### src/rtl/reuleaux_seq.sv
// Reuleaux triangle sequencer: derives three vertex centres, drives the circle engine once per
// vertex, and forwards only engine pixels that lie within radius d of both other vertices.
module reuleaux_seq #(
    parameter logic [15:0] K6 = 16'd18919,
    parameter logic [15:0] K3 = 16'd37838
) (
    input  logic       clk,
    input  logic       rst,
    input  logic       start,
    input  logic [2:0] colour,
    input  logic [7:0] centre_x,
    input  logic [7:0] centre_y,
    input  logic [7:0] diameter,
    output logic       finished,
    output logic       err,
    output logic       circ_start,
    output logic [7:0] circ_centre_x,
    output logic [7:0] circ_centre_y,
    output logic [7:0] circ_radius,
    input  logic       circ_finished,
    input  logic [7:0] circ_x,
    input  logic [6:0] circ_y,
    input  logic       circ_plot,
    output logic [7:0] vga_x,
    output logic [6:0] vga_y,
    output logic [2:0] vga_colour,
    output logic       vga_plot
);

    typedef enum logic [3:0] {
        IDLE, CALC, CHECK, DRAW1, GAP1, DRAW2, GAP2, DRAW3, FLUSH, DONE
    } state_t;

    // state is kept as a named signal so checkers can bind to it hierarchically
    state_t state;

    logic [7:0]        cx_q, cy_q, d_q;
    logic signed [9:0] v1x, v1y, v2x, v2y, v3x, v3y;

    logic [8:0]        h6, h3;
    logic signed [9:0] cx_s, cy_s, hd_s, h6_s, h3_s;
    logic [15:0]       dsq;

    assign h6   = 9'((25'(d_q) * 25'(K6) + 25'd32768) >> 16);
    assign h3   = 9'((25'(d_q) * 25'(K3) + 25'd32768) >> 16);
    assign cx_s = signed'({2'b00, cx_q});
    assign cy_s = signed'({2'b00, cy_q});
    assign hd_s = signed'({3'b000, d_q[7:1]});
    assign h6_s = signed'({1'b0, h6});
    assign h3_s = signed'({1'b0, h3});
    assign dsq  = 16'(d_q) * 16'(d_q);

    function automatic logic in_reach(input logic [7:0] px, input logic [6:0] py,
                                      input logic signed [9:0] vx, input logic signed [9:0] vy,
                                      input logic [15:0] r2);
        logic signed [9:0]  dx, dy;
        logic signed [19:0] dx20, dy20;
        logic [19:0]        sx, sy;
        logic [20:0]        sum;
        dx   = signed'({2'b00, px}) - vx;
        dy   = signed'({3'b000, py}) - vy;
        dx20 = 20'(dx);
        dy20 = 20'(dy);
        sx   = 20'($unsigned(dx20 * dx20));
        sy   = 20'($unsigned(dy20 * dy20));
        sum  = {1'b0, sx} + {1'b0, sy};
        return sum <= {5'b00000, r2};
    endfunction

    function automatic logic off_screen(input logic signed [9:0] vx, input logic signed [9:0] vy);
        return (vx < 0) || (vx > 10'sd159) || (vy < 0) || (vy > 10'sd119);
    endfunction

    // The filter tests the current pixel against the two vertices not being drawn.
    logic signed [9:0] ax, ay, bx, by;
    logic              in_draw, keep;

    always_comb begin
        ax = v2x;
        ay = v2y;
        bx = v3x;
        by = v3y;
        case (state)
            DRAW2: begin
                ax = v1x; ay = v1y;
                bx = v3x; by = v3y;
            end
            DRAW3: begin
                ax = v1x; ay = v1y;
                bx = v2x; by = v2y;
            end
            default: ;
        endcase
    end

    assign in_draw = (state == DRAW1) || (state == DRAW2) || (state == DRAW3);
    assign keep    = in_reach(circ_x, circ_y, ax, ay, dsq) && in_reach(circ_x, circ_y, bx, by, dsq);

    always_ff @(posedge clk or posedge rst) begin
        if (rst) begin
            state         <= IDLE;
            finished      <= 1'b0;
            err           <= 1'b0;
            circ_start    <= 1'b0;
            circ_centre_x <= 8'd0;
            circ_centre_y <= 8'd0;
            circ_radius   <= 8'd0;
            vga_x         <= 8'd0;
            vga_y         <= 7'd0;
            vga_colour    <= 3'd0;
            vga_plot      <= 1'b0;
            cx_q          <= 8'd0;
            cy_q          <= 8'd0;
            d_q           <= 8'd0;
            v1x <= '0; v1y <= '0;
            v2x <= '0; v2y <= '0;
            v3x <= '0; v3y <= '0;
        end else begin
            vga_x    <= circ_x;
            vga_y    <= circ_y;
            vga_plot <= circ_plot & keep & in_draw;
            case (state)
                IDLE: begin
                    if (start) begin
                        cx_q       <= centre_x;
                        cy_q       <= centre_y;
                        d_q        <= diameter;
                        vga_colour <= colour;
                        err        <= 1'b0;
                        state      <= CALC;
                    end
                end
                CALC: begin
                    v1x   <= cx_s + hd_s;
                    v1y   <= cy_s + h6_s;
                    v2x   <= cx_s - hd_s;
                    v2y   <= cy_s + h6_s;
                    v3x   <= cx_s;
                    v3y   <= cy_s - h3_s;
                    state <= CHECK;
                end
                CHECK: begin
                    if (off_screen(v1x, v1y) || off_screen(v2x, v2y) || off_screen(v3x, v3y)) begin
                        err      <= 1'b1;
                        finished <= 1'b1;
                        state    <= DONE;
                    end else begin
                        circ_start    <= 1'b1;
                        circ_centre_x <= v1x[7:0];
                        circ_centre_y <= v1y[7:0];
                        circ_radius   <= d_q;
                        state         <= DRAW1;
                    end
                end
                DRAW1: begin
                    if (circ_finished) begin
                        circ_start <= 1'b0;
                        state      <= GAP1;
                    end
                end
                GAP1: begin
                    circ_start    <= 1'b1;
                    circ_centre_x <= v2x[7:0];
                    circ_centre_y <= v2y[7:0];
                    state         <= DRAW2;
                end
                DRAW2: begin
                    if (circ_finished) begin
                        circ_start <= 1'b0;
                        state      <= GAP2;
                    end
                end
                GAP2: begin
                    circ_start    <= 1'b1;
                    circ_centre_x <= v3x[7:0];
                    circ_centre_y <= v3y[7:0];
                    state         <= DRAW3;
                end
                DRAW3: begin
                    if (circ_finished) begin
                        circ_start <= 1'b0;
                        state      <= FLUSH;
                    end
                end
                FLUSH: begin
                    finished <= 1'b1;
                    state    <= DONE;
                end
                DONE: begin
                    if (!start) begin
                        finished <= 1'b0;
                        err      <= 1'b0;
                        state    <= IDLE;
                    end
                end
                default: state <= IDLE;
            endcase
        end
    end

endmodule

### config.mk
export PLATFORM = sky130hd
export DESIGN_NAME = reuleaux_seq
export DESIGN_NICKNAME = d
export VERILOG_FILES = /design/src/rtl/reuleaux_seq.sv
export SDC_FILE = /design/constraint.sdc
export NUM_CORES = 2
export LEC_CHECK = 0
export CORE_AREA = 2 2 306 308
export DETAILED_ROUTE_END_ITERATION = 10
export DIE_AREA = 0 0 308 310
export HOLD_SLACK_MARGIN = 0.12
export MAX_ROUTING_LAYER = met4
export SLEW_MARGIN = 25
export SYNTH_ARGS = -nofsm -noshare
export SYNTH_HDL_FRONTEND = slang
export SYNTH_SLANG_ARGS = --single-unit
### constraint.sdc
create_clock -name clk -period 12.9 [get_ports clk]
set_input_delay 2.58 -clock clk [delete_from_list [all_inputs] [get_ports clk]]
set_output_delay 2.58 -clock clk [all_outputs]
set_load 0.05 [all_outputs]
---- Yosys cells after proc, flatten, opt, wreduce, memory -nomap -nowiden ----
Index checks and enable logic that the tools add are counted.
cells by class
  add/sub/neg operators ................... 12
  $mul .................................... 7
  magnitude comparators ................... 12
  equality and inequality tests ........... 17
  multiplexer cells ....................... 22
  bitwise logic cells ..................... 3
  reduce and logical (&&, ||, !) cells .... 29
operator list
  kind                      count
  $mul A10 B10 Y20          4
  $pmux W8 S3               2
  $mul A8 B15 Y23 const B   2
  $add A20 B20 Y21          2
  $le A21 B16 Y1            2
  $pmux W4 S10              1
  $mux W10                  3
  $lt A9 B1 Y1 const B      3
  $add A24 B16 Y25 const B  1
  $add A23 B16 Y24 const B  1
  $mux W4                   6
  $sub A9 B10 Y10           2
  $eq A4 B3 Y1 const B      4
  $mul A8 B8 Y16            1
  $mux W8                   2
  $ne A2 B2 Y1 const B      7
  $logic_or A1 B1 Y1        13
  $reduce_bool A3 Y1        4
  $gt A10 B8 Y1 const B     1
  $lt A10 B1 Y1 const B     1
  $sub A7 B9 Y10            1
  $sub A8 B10 Y10           1
  $sub A8 B9 Y10            1
  $add A8 B7 Y9             1
  other kinds (23)          36
word-level totals
  register bits ........................... 119
  input port bits ......................... 47
  output and inout bits ................... 46
  logic and storage cells ................. 121

---- Logic depth before layout (Yosys ltp) ----
  word-level depth ........................ 10
  depth in mapped cells ................... 50
  gate-level depth less buffers ........... 48

---- Least setup slack after synthesis ----
Ideal clock, no wire load.
  path kind ............................... input port to flip-flop
  start ................................... input port circ_x[0]
  end ..................................... register vga_plot
  arrival time ............................ 11.032 ns
  data required time ...................... 12.804 ns
  slack ................................... 1.772 ns
  stages .................................. 42
  buffers on the path ..................... 0
  cells stage by stage .................... inv_1 > ha_1 > inv_1 > fa_1 > a21o_1 > a21oi_1 > o21bai_1 > a21oi_1 > nor2b_1 > o21a_1 > nor2_1 > xnor2_1 > clkinv_1 > nor2_1 > fa_1 > xor2_1 > xnor2_1 > fa_1 > [... 6 more ...] > a31oi_1 > nand2_1 > xor2_1 > ha_1 > nand2_1 > o21ai_0 > a21o_1 > o21ai_0 > a21boi_0 > a21oi_1 > ha_1 > nand4_1 > nor4_1 > o21ai_0 > nor4_1 > o2111ai_1 > a311o_1 > nor4_2
between the ends
  longest elaborated chain between the ends .. 7
  elaborated cells between the ends (all ways) .. 11
ends and longest elaborated chain
  element                         line  source
  start: declaration              21    input logic [7:0] circ_x,
  $sub A9 B10 Y10                 60    dx = signed'({2'b00, px}) - vx;
  $mul A10 B10 Y20                64    sx = 20'($unsigned(dx20 * dx20));
  $add A20 B20 Y21                66    sum = {1'b0, sx} + {1'b0, sy};
  $le A21 B16 Y1                  67    return sum <= {5'b00000, r2};
  $logic_and A1 B1 Y1 (*)         97    assign keep = in_reach(circ_x, circ_y, ax, ay, dsq) && in_reach(circ_x, circ_y, bx, by, dsq);
  $and A1 B1 Y1 (*) (2 in a row)  121   vga_plot <= circ_plot & keep & in_draw;
  end signal: assignment          121
  end: declaration                27    output logic vga_plot
Every way passes the cells marked *; elsewhere a longest branch is shown, timed or not.
A chain may end at the register's enable or synchronous reset.

---- Worst setup path after layout ----
Same ends and word-level chain as after synthesis.

==> metrics.md <==
| Metric | Value |
|---|---|
| Status | finished clean |
| Iter 0 DRT Violations | 1049 |
| Pre-CTS WS | 0.442 ns |
| Total die area | 0.0955 mm² |
| Worst-Skew Late Latency | 0.48 ns |
| ANT cells | 0 |
| Die Width | 308 µm |
| Synthesized area | 0.0275 mm² |
| Sum of buffers and inverters on the critical path | 6 |
| Hold Crit Class | reg2reg |
| Worst R2R Setup Slack | 1.44 ns |
| Top reg by flops | v3y |
| Hold Path End | vga_colour[2]$_DFFE_PP0P_ |
| DRC errors left | 0 |
| FF+latch count, synth | 118 |
| # fillers | 9745 |
| GRT Total Usage | 15.5% |
| Asr flop ratio synth | 100% |
| Core Region | 0.0925 mm² |
| Crit path required time | 13.30 ns |
| RSZ-0062 raised after global routing | no |
| Largest net degree at the start of global routing | 83 |
| Die Ht | 310 µm |
| Worst-Margin Slew | 1.05 ns |
| Setup TNS | 0 ns |
| Nets | 4051 |
| Row count | 112 |
| Max_cap viols | 0 |
| Post-DP HPWL | 59900 µm |
| Hold_sp | vga_colour[2]$_DFFE_PP0P_ |
| Top cells by area, synth | fa_1 (29%), ha_1 (19%), dfrtp_1 (11%) |
| Initial Util | 29.7% |
| Maximum clock rate | 83.1 MHz |
| CP Class | in2reg |
| Clk buf depth | 2 |
| First drt pass iteration count | 5 |
| Top FF cell, synth | dfrtp_1 |
| Sequential fraction of the synthesis area | 10.7% |
| Avg Synthesized Cell Area | 8.94 µm² |
| Number of synthesized flops with an enable pin | 0 |
| Total gr overflow | 0 |
| Worst setup EP type | flip-flop |
| Vias in the first global route | 21400 |
| CTS tree | built |
| First-pass GRT wire length | 114000 µm |
| Largest stage delay, worst path | 0.54 ns |
| CP max stage cell | fa_1 |
| Critical Path AT | 12.43 ns |
| Reg2reg path depth | 40 |
| Endpoints failing setup | 0 |
| CTS root buf | clkbuf_16 |
| Wire length per cell | 15.8 µm |
| Regs by FF count | v3y (10), v1x (9), v2y (9) |
| IO Pins | 93 |
| Synth unique cells | 75 |
| Hold path depth | 1 |
| Area leader, netlist | fa_1 |
| Number of port buffers | 92 |
| DRT antenna net count | 0 |
| CP top delay family | adder cells |
| Routability cong. | 0.894 |
| Area Overhead vs Synth | 11.5% |
| CP max FO | 8 |
| Clk_skew | 0.0428 ns |
| Top-area cell type share of the netlist area | 29.2% |
| YS warnings | 0 |
| Max reg flops | 10 |
| H-tree depth | 4 |
| FF-to-FF Start | state[1]$_DFFE_PP0P_ |
| Fin crit period | 12.03 ns |
| Avg Vias per Cell | 4.74 |
| Slew Viols, Final | 0 |
| Crit path launch type | input pin |
| Most used cell, CP | fa_1 |
| Crit Reg-Reg Endpoint | vga_plot$_DFF_PP0_ |
| Cell count after synthesis | 3076 |
| Via count | 20800 |
| CTS Buf Count | 17 |
| Post_cts resized | 0 |
| Slack of the critical path | 0.867 ns |
| Clk sink count | 118 |
| Synth Net Count | 3950 |
| Layout cell share with drive strength beyond 1 | 3.98% |
| Post-route clock period utilization | 93.3% |
| CTS clock-pin slew for the worst setup and hold paths | 0.10 ns |
| Setup Fix Bufs, Post-CTS | 0 |
| Total Routed Length | 69400 µm |
| Antenna violations before repair | 0 |
| Final hold vios | 0 |
| CTS Hold Bufs | 0 |
| Max-slew headroom | 29.8% |
-- routing by layer --
layer	track usage [%]	share of wire, %	wire (µm)	vias up
met5	-	0	0	-
met2	26.2	48	33200	377
met3	1.16	3.2	2240	54
met4	3.27	1.7	1160	0
met1	20.4	47	32800	10200
li1	-	-	-	10100
-- cells in the mapped netlist (8+ instances only) --
| cell | n |
|---|---|
| a211oi_1 | 23 |
| a21boi_0 | 9 |
| a21o_1 | 43 |
| a21oi_1 | 123 |
| a31oi_1 | 12 |
| and2_1 | 13 |
| and3_1 | 12 |
| clkbuf_1 | 38 |
| clkinv_1 | 13 |
| dfrtp_1 | 118 |
| fa_1 | 401 |
| ha_1 | 426 |
| inv_1 | 613 |
| mux2_2 | 38 |
| mux2i_1 | 37 |
| nand2_1 | 269 |
| nand2b_1 | 21 |
| nand3_1 | 40 |
| nand4_1 | 15 |
| nor2_1 | 256 |
| nor2b_1 | 30 |
| nor3_1 | 42 |
| nor4_1 | 8 |
| o211ai_1 | 18 |
| o21a_1 | 23 |
| o21ai_0 | 105 |
| o21bai_1 | 21 |
| o22ai_1 | 9 |
| or3_1 | 9 |
| xnor2_1 | 142 |
| xor2_1 | 50 |
-- worst max path at each step --
| stage | from | end | slack [ns] | cells past startpoint |
|---|---|---|---|---|
| after CTS | circ_x[0] | vga_plot$_DFF_PP0_ | 0.92 | 43 |
| final | circ_x[0] | vga_plot$_DFF_PP0_ | 0.87 | 43 |
| after detailed placement | circ_x[0] | vga_plot$_DFF_PP0_ | 0.44 | 43 |
| after floorplan | circ_x[0] | vga_plot$_DFF_PP0_ | 1.77 | 42 |
| after global placement | circ_x[0] | vga_plot$_DFF_PP0_ | 0.66 | 43 |
| after global routing | circ_y[0] | vga_plot$_DFF_PP0_ | 0.04 | 43 |
-- kinds of logic (layout without fill, tap and decap cells) --
kind of cell             count (synthesis)  in the layout  synth area share [%]
adder cells (fa/ha/maj)                827            827                  48.6
AND/OR/NAND/NOR                        747            747                  12.1
buffers and inverters                  671            785                  9.18
AO/OA/AOI/OAI                          446            446                  10.4
XOR/XNOR                               192            192                  6.12
flip-flops                             118            118                  10.7
multiplexers                            75             75                  2.90
-- cell usage in the layout, fill, tap and decap left out, drive strengths merged, types with 6 or more instances in the layout --
cell type	instances
inv	623
ha	426
fa	401
nand2	270
nor2	256
xnor2	142
a21oi	123
dfrtp	118
o21ai	107
clkdlybuf4s50	92
xor2	50
nor3	44
a21o	43
nand3	41
mux2	38
mux2i	37
buf	34
nor2b	30
a211oi	24
o21a	23
nand2b	21
o21bai	21
o211ai	18
clkbuf	17
clkinv	16
nand4	15
and2	15
and3	12
a31oi	12
nor4	10
o22ai	9
or3	9
a21boi	9
o31a	6
a2111oi	6
or2	6
-- per-stage QoR --
step / cells / hold slack (ns) / cell area, µm² / util (%)
after global routing: 4387 / 0.522 / 30700 / 33.1
after CTS: 4387 / 0.510 / 30700 / 33.1
after global placement: 4354 / 0.486 / 30000 / 32.4
final: 4387 / 0.509 / 30700 / 33.1
after detailed placement: 4355 / 0.495 / 30000 / 32.5
after floorplan: 3076 / 0.468 / 27500 / -
-- worst register-to-register path: cells and delay by family, from the launching register on --
kind / cells / cell delay [ns]
buf+inv: 6 / 1.01
simple gates: 8 / 1.98
mux: 1 / 0.37
compound gates: 15 / 2.98
xor+xnor: 1 / 0.14
flops: 1 / 0.89
fa+ha+maj: 9 / 4.07
-- area by class of cell --
cell class              instances  area, µm²  area share (%)
clock buffers                  17        425            1.39
clock inverters                15        208           0.678
inverters                     627       2360            7.69
multi-input cells            2287      22000            71.9
flip-flops and latches        118       2950            9.63
well taps                    1197       1500            4.89
repair buffers                126       1180            3.86
Power is not shown: default switching activity piles up to over one toggle a cycle in this logic, so the estimate is an artifact.
